$ cat config.mk
export PLATFORM = sky130hd
export DESIGN_NAME = max_pool_stream
export DESIGN_NICKNAME = d
export VERILOG_FILES = /design/src/rtl/max_pool_stream.sv
export SDC_FILE = /design/constraint.sdc
export NUM_CORES = 1
export LEC_CHECK = 0
export CAP_MARGIN = 15
export CORE_ASPECT_RATIO = 1.5
export CORE_MARGIN = 4
export CORE_UTILIZATION = 54
export CTS_CLUSTER_SIZE = 12
export DETAILED_ROUTE_END_ITERATION = 6
export GPL_ROUTABILITY_DRIVEN = 1
export GPL_TIMING_DRIVEN = 0
export PLACE_DENSITY = 0.83
export SLEW_MARGIN = 20
export SYNTH_ARGS = -nofsm -noshare
export SYNTH_HDL_FRONTEND = slang
export SYNTH_SLANG_ARGS = --single-unit
$ cat constraint.sdc
create_clock -name clk -period 6.6 [get_ports clk]
set_clock_uncertainty 0.2 [all_clocks]
set_input_delay 0.66 -clock clk [delete_from_list [all_inputs] [get_ports clk]]
set_output_delay 0.66 -clock clk [all_outputs]
set_load 0.02 [all_outputs]
$ cat src/rtl/max_pool_stream.sv
// max_pool_stream: streaming multi-channel signed max-pooling unit.
// Every LENGTH accepted input beats are reduced to one output beat that holds
// the per-lane signed maximum of the window. Both ports use valid/ready.
// Optional feature macro: MAX_POOL_ARGMAX_EN adds the out_index port, which
// carries the per-lane beat position of each maximum.
//
// Handshake: a beat moves on a port only in a cycle where valid && ready.
// Valid never depends on ready of the same port. out_data and out_index hold
// their values while out_valid && !out_ready. in_ready is low only during
// clear, or when the final beat of a window would overwrite an output beat
// that has not been taken yet.
module max_pool_stream #(
    parameter int BITWIDTH = 8,
    parameter int CHANNELS = 1,
    parameter int LENGTH   = 4,
    localparam int IDXW    = (LENGTH > 1) ? $clog2(LENGTH) : 1
) (
    input  logic                         clk,
    input  logic                         rst,
    input  logic                         clear,
    input  logic                         in_valid,
    output logic                         in_ready,
    input  logic [BITWIDTH*CHANNELS-1:0] in_data,
    output logic                         out_valid,
    input  logic                         out_ready,
    output logic [BITWIDTH*CHANNELS-1:0] out_data
`ifdef MAX_POOL_ARGMAX_EN
    ,
    output logic [IDXW*CHANNELS-1:0]     out_index
`endif
);

    localparam int              W    = BITWIDTH * CHANNELS;
    localparam logic [IDXW-1:0] LAST = IDXW'(LENGTH - 1);

    logic [IDXW-1:0] cnt_q, cnt_d;
    logic [W-1:0]    acc_q, acc_d;
    logic            out_valid_q, out_valid_d;
    logic [W-1:0]    out_data_q, out_data_d;
    logic [W-1:0]    win_max;
    logic            last;
    logic            accept;

`ifdef MAX_POOL_ARGMAX_EN
    logic [IDXW*CHANNELS-1:0] acc_idx_q, acc_idx_d;
    logic [IDXW*CHANNELS-1:0] out_index_q, out_index_d;
    logic [IDXW*CHANNELS-1:0] win_idx;
`endif

    // Only the final beat of a window can be held back by a full output slot.
    assign last     = (cnt_q == LAST);
    assign in_ready = !clear && !(last && out_valid_q && !out_ready);
    assign accept   = in_valid && in_ready;

    assign out_valid = out_valid_q;
    assign out_data  = out_data_q;
`ifdef MAX_POOL_ARGMAX_EN
    assign out_index = out_index_q;
`endif

    // Running maximum including the current beat; the first beat of a window
    // is taken as-is so no seed constant is needed. Ties keep the older beat.
    always_comb begin
        win_max = in_data;
`ifdef MAX_POOL_ARGMAX_EN
        win_idx = '0;
`endif
        for (int c = 0; c < CHANNELS; c++) begin
`ifdef MAX_POOL_ARGMAX_EN
            win_idx[c*IDXW +: IDXW] = cnt_q;
`endif
            if ((cnt_q != '0) &&
                ($signed(acc_q[c*BITWIDTH +: BITWIDTH]) >=
                 $signed(in_data[c*BITWIDTH +: BITWIDTH]))) begin
                win_max[c*BITWIDTH +: BITWIDTH] = acc_q[c*BITWIDTH +: BITWIDTH];
`ifdef MAX_POOL_ARGMAX_EN
                win_idx[c*IDXW +: IDXW] = acc_idx_q[c*IDXW +: IDXW];
`endif
            end
        end
    end

    // Next-state: window counter, accumulator and the one-deep output slot.
    always_comb begin
        cnt_d       = cnt_q;
        acc_d       = acc_q;
        out_valid_d = out_valid_q;
        out_data_d  = out_data_q;
`ifdef MAX_POOL_ARGMAX_EN
        acc_idx_d   = acc_idx_q;
        out_index_d = out_index_q;
`endif
        if (clear) begin
            cnt_d = '0;
            acc_d = '0;
`ifdef MAX_POOL_ARGMAX_EN
            acc_idx_d = '0;
`endif
        end else if (accept) begin
            acc_d = win_max;
            cnt_d = last ? '0 : cnt_q + IDXW'(1);
`ifdef MAX_POOL_ARGMAX_EN
            acc_idx_d = win_idx;
`endif
        end
        // Drain first, so a final beat landing in the same cycle wins.
        if (out_valid_q && out_ready) begin
            out_valid_d = 1'b0;
        end
        if (accept && last) begin
            out_valid_d = 1'b1;
            out_data_d  = win_max;
`ifdef MAX_POOL_ARGMAX_EN
            out_index_d = win_idx;
`endif
        end
    end

    // State registers with asynchronous reset.
    always_ff @(posedge clk or posedge rst) begin
        if (rst) begin
            cnt_q       <= '0;
            acc_q       <= '0;
            out_valid_q <= 1'b0;
            out_data_q  <= '0;
`ifdef MAX_POOL_ARGMAX_EN
            acc_idx_q   <= '0;
            out_index_q <= '0;
`endif
        end else begin
            cnt_q       <= cnt_d;
            acc_q       <= acc_d;
            out_valid_q <= out_valid_d;
            out_data_q  <= out_data_d;
`ifdef MAX_POOL_ARGMAX_EN
            acc_idx_q   <= acc_idx_d;
            out_index_q <= out_index_d;
`endif
        end
    end

endmodule

==> results of run 1 <==
per-stage QoR:
stage / cells / power [mW] / area (µm²)
finish: 157 / 0.322 / 1420
global route: 157 / 0.341 / 1420
CTS: 157 / 0.326 / 1420
detailed placement: 153 / 0.264 / 1400
global placement: 153 / 0.261 / 1400
floorplan: 109 / 0.218 / 1150
power by group through the flow:
| stage | Sequential, mW | Combinational [mW] | Clock [mW] |
|---|---|---|---|
| 2_1_floorplan | 0.162 | 0.0559 | 0 |
| 3_3_place_gp | 0.147 | 0.114 | 0 |
| 3_5_place_dp | 0.148 | 0.117 | 0 |
| 4_1_cts | 0.145 | 0.117 | 0.0635 |
| 5_1_grt | 0.147 | 0.125 | 0.0686 |
| 6_report | 0.145 | 0.115 | 0.0621 |
cell type report:
class | count | area, µm² | share of cell area, %
inverters | 13 | 48.8 | 3.43
flip-flops and latches | 19 | 475 | 33.4
clock buffers | 3 | 22.5 | 1.58
multi-input cells | 74 | 606 | 42.5
plain buffers | 3 | 18.8 | 1.32
repair buffers | 22 | 220 | 15.5
well taps | 22 | 27.5 | 1.93
clock inverters | 1 | 5.00 | 0.351
worst max-delay path by stage:
stage                                      end  depth (start not counted)
after floorplan           acc_q[0]$_DFFE_PP0P_                          7
after CTS                             in_ready                          4
final                                 in_ready                          4
after global routing                  in_ready                          4
after global placement    acc_q[0]$_DFFE_PP0P_                          8
after detailed placement  acc_q[0]$_DFFE_PP0P_                          8
flip-flops by register name (all words and copies together), names as in the netlist:
register and flops:
cnt_q 2, acc_q 8, out_valid 1, out_data 8
worst max-delay path: stages:
cell	delay, ns
sky130_fd_sc_hd__clkdlybuf4s50_1	0.50
sky130_fd_sc_hd__clkbuf_1	0.33
sky130_fd_sc_hd__a21oi_1	0.07
sky130_fd_sc_hd__clkdlybuf4s50_1	0.55
synthesized netlist by cell type:
| cell | count | share of area (%) |
|---|---|---|
| sky130_fd_sc_hd__mux2i_1 | 16 | 14 |
| sky130_fd_sc_hd__nor3b_1 | 1 | 0.65 |
| sky130_fd_sc_hd__a2bb2oi_2 | 1 | 1.3 |
| sky130_fd_sc_hd__a221oi_1 | 1 | 0.76 |
| sky130_fd_sc_hd__nor2b_1 | 1 | 0.55 |
| sky130_fd_sc_hd__and2b_2 | 1 | 0.76 |
| sky130_fd_sc_hd__a21oi_1 | 10 | 4.4 |
| sky130_fd_sc_hd__nor2_1 | 13 | 4.2 |
| sky130_fd_sc_hd__and4b_1 | 1 | 0.87 |
| sky130_fd_sc_hd__nand2_1 | 4 | 1.3 |
| sky130_fd_sc_hd__inv_1 | 13 | 4.2 |
| sky130_fd_sc_hd__buf_6 | 1 | 0.98 |
| sky130_fd_sc_hd__ha_1 | 10 | 11 |
| sky130_fd_sc_hd__o21a_1 | 1 | 0.65 |
| sky130_fd_sc_hd__nand2b_4 | 1 | 1.2 |
| sky130_fd_sc_hd__o211ai_1 | 1 | 0.65 |
| sky130_fd_sc_hd__or2_2 | 1 | 0.55 |
| sky130_fd_sc_hd__nand3_4 | 1 | 1.5 |
| sky130_fd_sc_hd__mux2_4 | 1 | 1.3 |
| sky130_fd_sc_hd__a2111oi_4 | 1 | 2.4 |
| sky130_fd_sc_hd__nand2b_1 | 7 | 3.8 |
| sky130_fd_sc_hd__mux2_2 | 1 | 0.98 |
| sky130_fd_sc_hd__dfrtp_1 | 19 | 41 |
| sky130_fd_sc_hd__clkbuf_1 | 2 | 0.65 |
routing by layer:
layer	global-route usage, %	wire length (µm)
met1	18.8	885
met2	29.9	1230
met3	1.67	52
met4	8.79	54
met5	0	0
cell families after synthesis:
| family | count (synthesis) | share of synthesized area [%] |
|---|---|---|
| muxes | 18 | 16.2 |
| buffers and inverters | 16 | 5.88 |
| adders and majority gates | 10 | 10.9 |
| DFF | 19 | 41.4 |
| AOI/OAI and AO/OA | 15 | 10.1 |
| and+or+nand+nor | 31 | 15.5 |
==> impl_metrics.ini, run 1 <==
[outcome]
outcome = complete, no violations

[critical_path]
reg2reg_depth = 8
timing.rr.end = acc_q[0]$_DFFE_PP0P_
timing.reg2reg.setup_slack_ns = 4.22
worst-setup-path-type = input port to primary output
cp.arrival_ns = 2.11
worstReg2RegStart = acc_q[0]$_DFFE_PP0P_
cp_data_required_time_ns = 5.74
startpoint_type = input port
critical_path_source = clear
cp-end-kind = primary output
critPathMaxFanout = 10

[timing]
maximum_achievable_frequency_ghz = 0.336
unrepaired_setup_endpoints_after_global_routing = false
final_hold_viol_count = 0
final.period_utilization_pct = 45.1
slew-limit-headroom_pct = 52.2
setup_total_negative_slack_ns = 0
timing.final.max_slew_violations = 0
worst-slew-pin-transition_ns = 0.717
final.min_clock_period_ns = 2.97
setup_slack_ns = 3.63
fin_worst_hold_slack_ns = 0.344
timing.final.setup_violations = 0

[clock_tree]
hold_buffers = 0
cts_inserted_buffers = 3
ctsLongestPathBuffers = 2
cts_htree_levels = 1
post_cts_buffers = 0
clkSlewWorstSetupHoldPaths_ns = 0.11
clock_sinks = 19
clock-root-buffer = sky130_fd_sc_hd__clkbuf_4
worst_skew_pair.late_latency_ns = 0.31
cts_tree = yes
cts_resized = 0

[placement]
port-buffer-count = 22
place_congestion = 0.837
place.detailed.hpwl_um = 1750
dpl_worst_slack_ns = 3.48

[die]
floorplan.die_area_um2 = 2940
initial_utilization_pct = 56.7
die_wd_um = 45.7
die_h_um = 64.5
io-pin-count = 23
coreArea_um2 = 2030
std_cell_rows = 20

[min_path]
min_delay_worst_endpoint = out_data[3]$_DFFE_PP0P_
min_delay_path_depth = 2
min_path_type = register to register
hold_path_origin = out_data[3]$_DFFE_PP0P_

[power]
pwr-share-comb_pct = 35.7
power.ir.vdd_worst_v = 0.000165
p_seq_share_pct = 45.0
power_switching_uw = 105
intPower_uw = 217
total_leakage_power_nw = 0.764
p_clk_share_pct = 19.3
power.density_nw_per_um2 = 226
sw_ratio_pct = 32.6

[global_route]
grt_usage_pct = 16.9
number_of_global_route_vias_before_repair = 831
pin_count_of_the_biggest_net_entering_global_routing = 20
grt_antenna_before_repair = 0
wire_length_of_the_first_global_routing_pass_um = 3570
grt.overflow.total = 0

[detailed_routing]
detailedRoute.firstPassIterationCount = 4
vias = 841
vias_per_cell = 5.36
antenna_left = 0
drt-total-wl_um = 2220
initialDrtViolationCount = 14
avgRoutedWirePerCell_um = 14.2
post-route-drc-count = 0

[flow_run]
timing.max_cap.violations = 0

[cells_and_area]
final_core_utilization_pct = 70.2
num-nets-final = 159
layout.cells.most_common = sky130_fd_sc_hd__clkdlybuf4s50_1
n_antenna_cell = 0
area_growth_pct = 24.0
most-common-layout-cells = sky130_fd_sc_hd__clkdlybuf4s50_1 (22), sky130_fd_sc_hd__dfrtp_1 (19), sky130_fd_sc_hd__mux2i_1 (16)
fillerInstances = 150
drive_gt1_share_pct = 9.63

[synth]
syn_area_per_cell_um2 = 10.5
syn-num-nets = 132
yosysSeqAreaShare_pct = 41.4
post_synth_num_cell_types = 24
syn-cell-area_um2 = 1150
postSynthRegisterBits = 19
post_synth_inst_count = 109
synthesis_warning_total = 0
Note: power is estimated with default switching activity, not from simulation.
==> run 2, diff against run 1 <==
CORE_UTILIZATION = 50   (was 54)
PLACE_DENSITY = 0.78   (was 0.83)
clock period = 3.11 ns   (was 6.6 ns; I/O delays follow)
==> impl_metrics.ini, run 2 (synthesis gave the netlist of run 1 again) <==
[cells_and_area]
num-nets-final = 159
most-common-layout-cells = sky130_fd_sc_hd__clkdlybuf4s50_1 (22), sky130_fd_sc_hd__dfrtp_1 (19), sky130_fd_sc_hd__mux2i_1 (16)
n_antenna_cell = 0
area_growth_pct = 24.0
layoutNonFillerInstCount = 158
layout.cells.most_common = sky130_fd_sc_hd__clkdlybuf4s50_1
stdcell_area_um2 = 1420
drive_gt1_share_pct = 8.89

[critical_path]
critPathMaxStageDelay_ns = 0.44
timing.reg2reg.setup_slack_ns = 0.75
cell_with_the_largest_stage_delay_on_the_worst_path = sky130_fd_sc_hd__clkdlybuf4s50_1
critPathMaxFanout = 9
startpoint_type = input port
worst-setup-path-type = input port to register
cp_data_required_time_ns = 3.11
cp.arrival_ns = 2.42
cp-end-kind = register
worstReg2RegStart = acc_q[0]$_DFFE_PP0P_
timing.critical_path.cells = clkdlybuf4s50_1 -> ha_1 -> nand2b_4 -> a2111oi_4 -> a2bb2oi_2 -> buf_6 -> nand3_4 -> mux2_4
reg2reg_depth = 8
timing.rr.end = acc_q[0]$_DFFE_PP0P_

[outcome]
outcome = complete, no violations

[power]
power.density_nw_per_um2 = 477
total_leakage_power_nw = 0.761
power.ir.vdd_worst_v = 0.000316

[timing]
final.min_clock_period_ns = 2.42
setup_slack_ns = 0.688
maximum_achievable_frequency_ghz = 0.413
fin_worst_hold_slack_ns = 0.226
final_hold_viol_count = 0
final.period_utilization_pct = 77.9
timing.final.max_slew_violations = 0
slew-limit-headroom_pct = 50.1
setup_total_negative_slack_ns = 0
worst-slew-pin-transition_ns = 0.748
unrepaired_setup_endpoints_after_global_routing = false
timing.final.setup_violations = 0

[die]
die_h_um = 66.7
initial_utilization_pct = 52.0
std_cell_rows = 21
floorplan.die_area_um2 = 3140
coreArea_um2 = 2210
die_wd_um = 47.1
io-pin-count = 23

[global_route]
wire_length_of_the_first_global_routing_pass_um = 3800
pin_count_of_the_biggest_net_entering_global_routing = 20
grt.overflow.total = 0
grt_antenna_before_repair = 0
grt_usage_pct = 17.1
number_of_global_route_vias_before_repair = 901

[placement]
placedInstanceArea_um2 = 1400
dpl_worst_slack_ns = 0.348
place_inst = 154
place.detailed.hpwl_um = 1720
place_congestion = 0.805
port-buffer-count = 22

[clock_tree]
clock_sinks = 19
clock-root-buffer = sky130_fd_sc_hd__clkbuf_4
cts_inserted_buffers = 3
cts_tree = yes
clkSlewWorstSetupHoldPaths_ns = 0.11
hold_buffers = 0
cts_resized = 0
cts_htree_levels = 1
worst_skew_pair.late_latency_ns = 0.30
ctsLongestPathBuffers = 2
post_cts_buffers = 0

[flow_run]
timing.max_cap.violations = 0

[detailed_routing]
antenna_left = 0
drt-total-wl_um = 2200
avgRoutedWirePerCell_um = 13.9
detailedRoute.firstPassIterationCount = 4
initialDrtViolationCount = 20
vias_per_cell = 5.28
vias = 834
post-route-drc-count = 0

[min_path]
min_path_type = input port to async pin
## run 2: critical path, delay by kind of cell
kind / cells / cell delay (ns)
AO/OA/AOI/OAI: 2 / 0.53
adder cells (fa/ha/maj): 1 / 0.30
buffers and inverters: 2 / 0.62
multiplexers: 1 / 0.33
AND/OR/NAND/NOR: 2 / 0.31
## run 2: cell type report
| type | count | area (µm²) |
|---|---|---|
| fillers | 193 | 783 |
| multi-input cells | 74 | 606 |
| flip-flops and latches | 19 | 475 |
| repair buffers | 22 | 220 |
| inverters | 13 | 48.8 |
| well taps | 23 | 28.8 |
| clock buffers | 4 | 26.3 |
| plain buffers | 3 | 18.8 |
## run 2: worst max-delay path by stage
stage / from / end / slack (ns)
floorplan: acc_q[0]$_DFFE_PP0P_ / acc_q[0]$_DFFE_PP0P_ / 0.88
global placement: in_data[0] / acc_q[0]$_DFFE_PP0P_ / 0.36
detailed placement: in_data[0] / acc_q[0]$_DFFE_PP0P_ / 0.35
CTS: in_data[0] / acc_q[0]$_DFFE_PP0P_ / 0.68
global route: in_data[7] / acc_q[0]$_DFFE_PP0P_ / 0.61
finish: in_data[0] / acc_q[0]$_DFFE_PP0P_ / 0.69
## run 2: per-stage QoR
stage | power (mW) | util [%]
after global placement | 0.554 | 63.3
after detailed placement | 0.562 | 63.3
after CTS | 0.691 | 64.5
after global routing | 0.729 | 64.5
final | 0.679 | 64.5
after floorplan | 0.463 | -
## run 2: layer usage
| metal | part of all wire, % | wire (µm) | global-route usage [%] |
|---|---|---|---|
| met1 | 39 | 850 | 17.8 |
| met2 | 57 | 1250 | 31.3 |
| met3 | 2.0 | 45 | 2.43 |
| met4 | 2.2 | 48 | 8.30 |
| met5 | 0 | 0 | 0 |
## run 2: power by group
group          internal (mW)  switching (mW)  total, mW
clock network         0.0500          0.0757      0.126
registers              0.286          0.0230      0.309
logic                  0.127           0.117      0.245
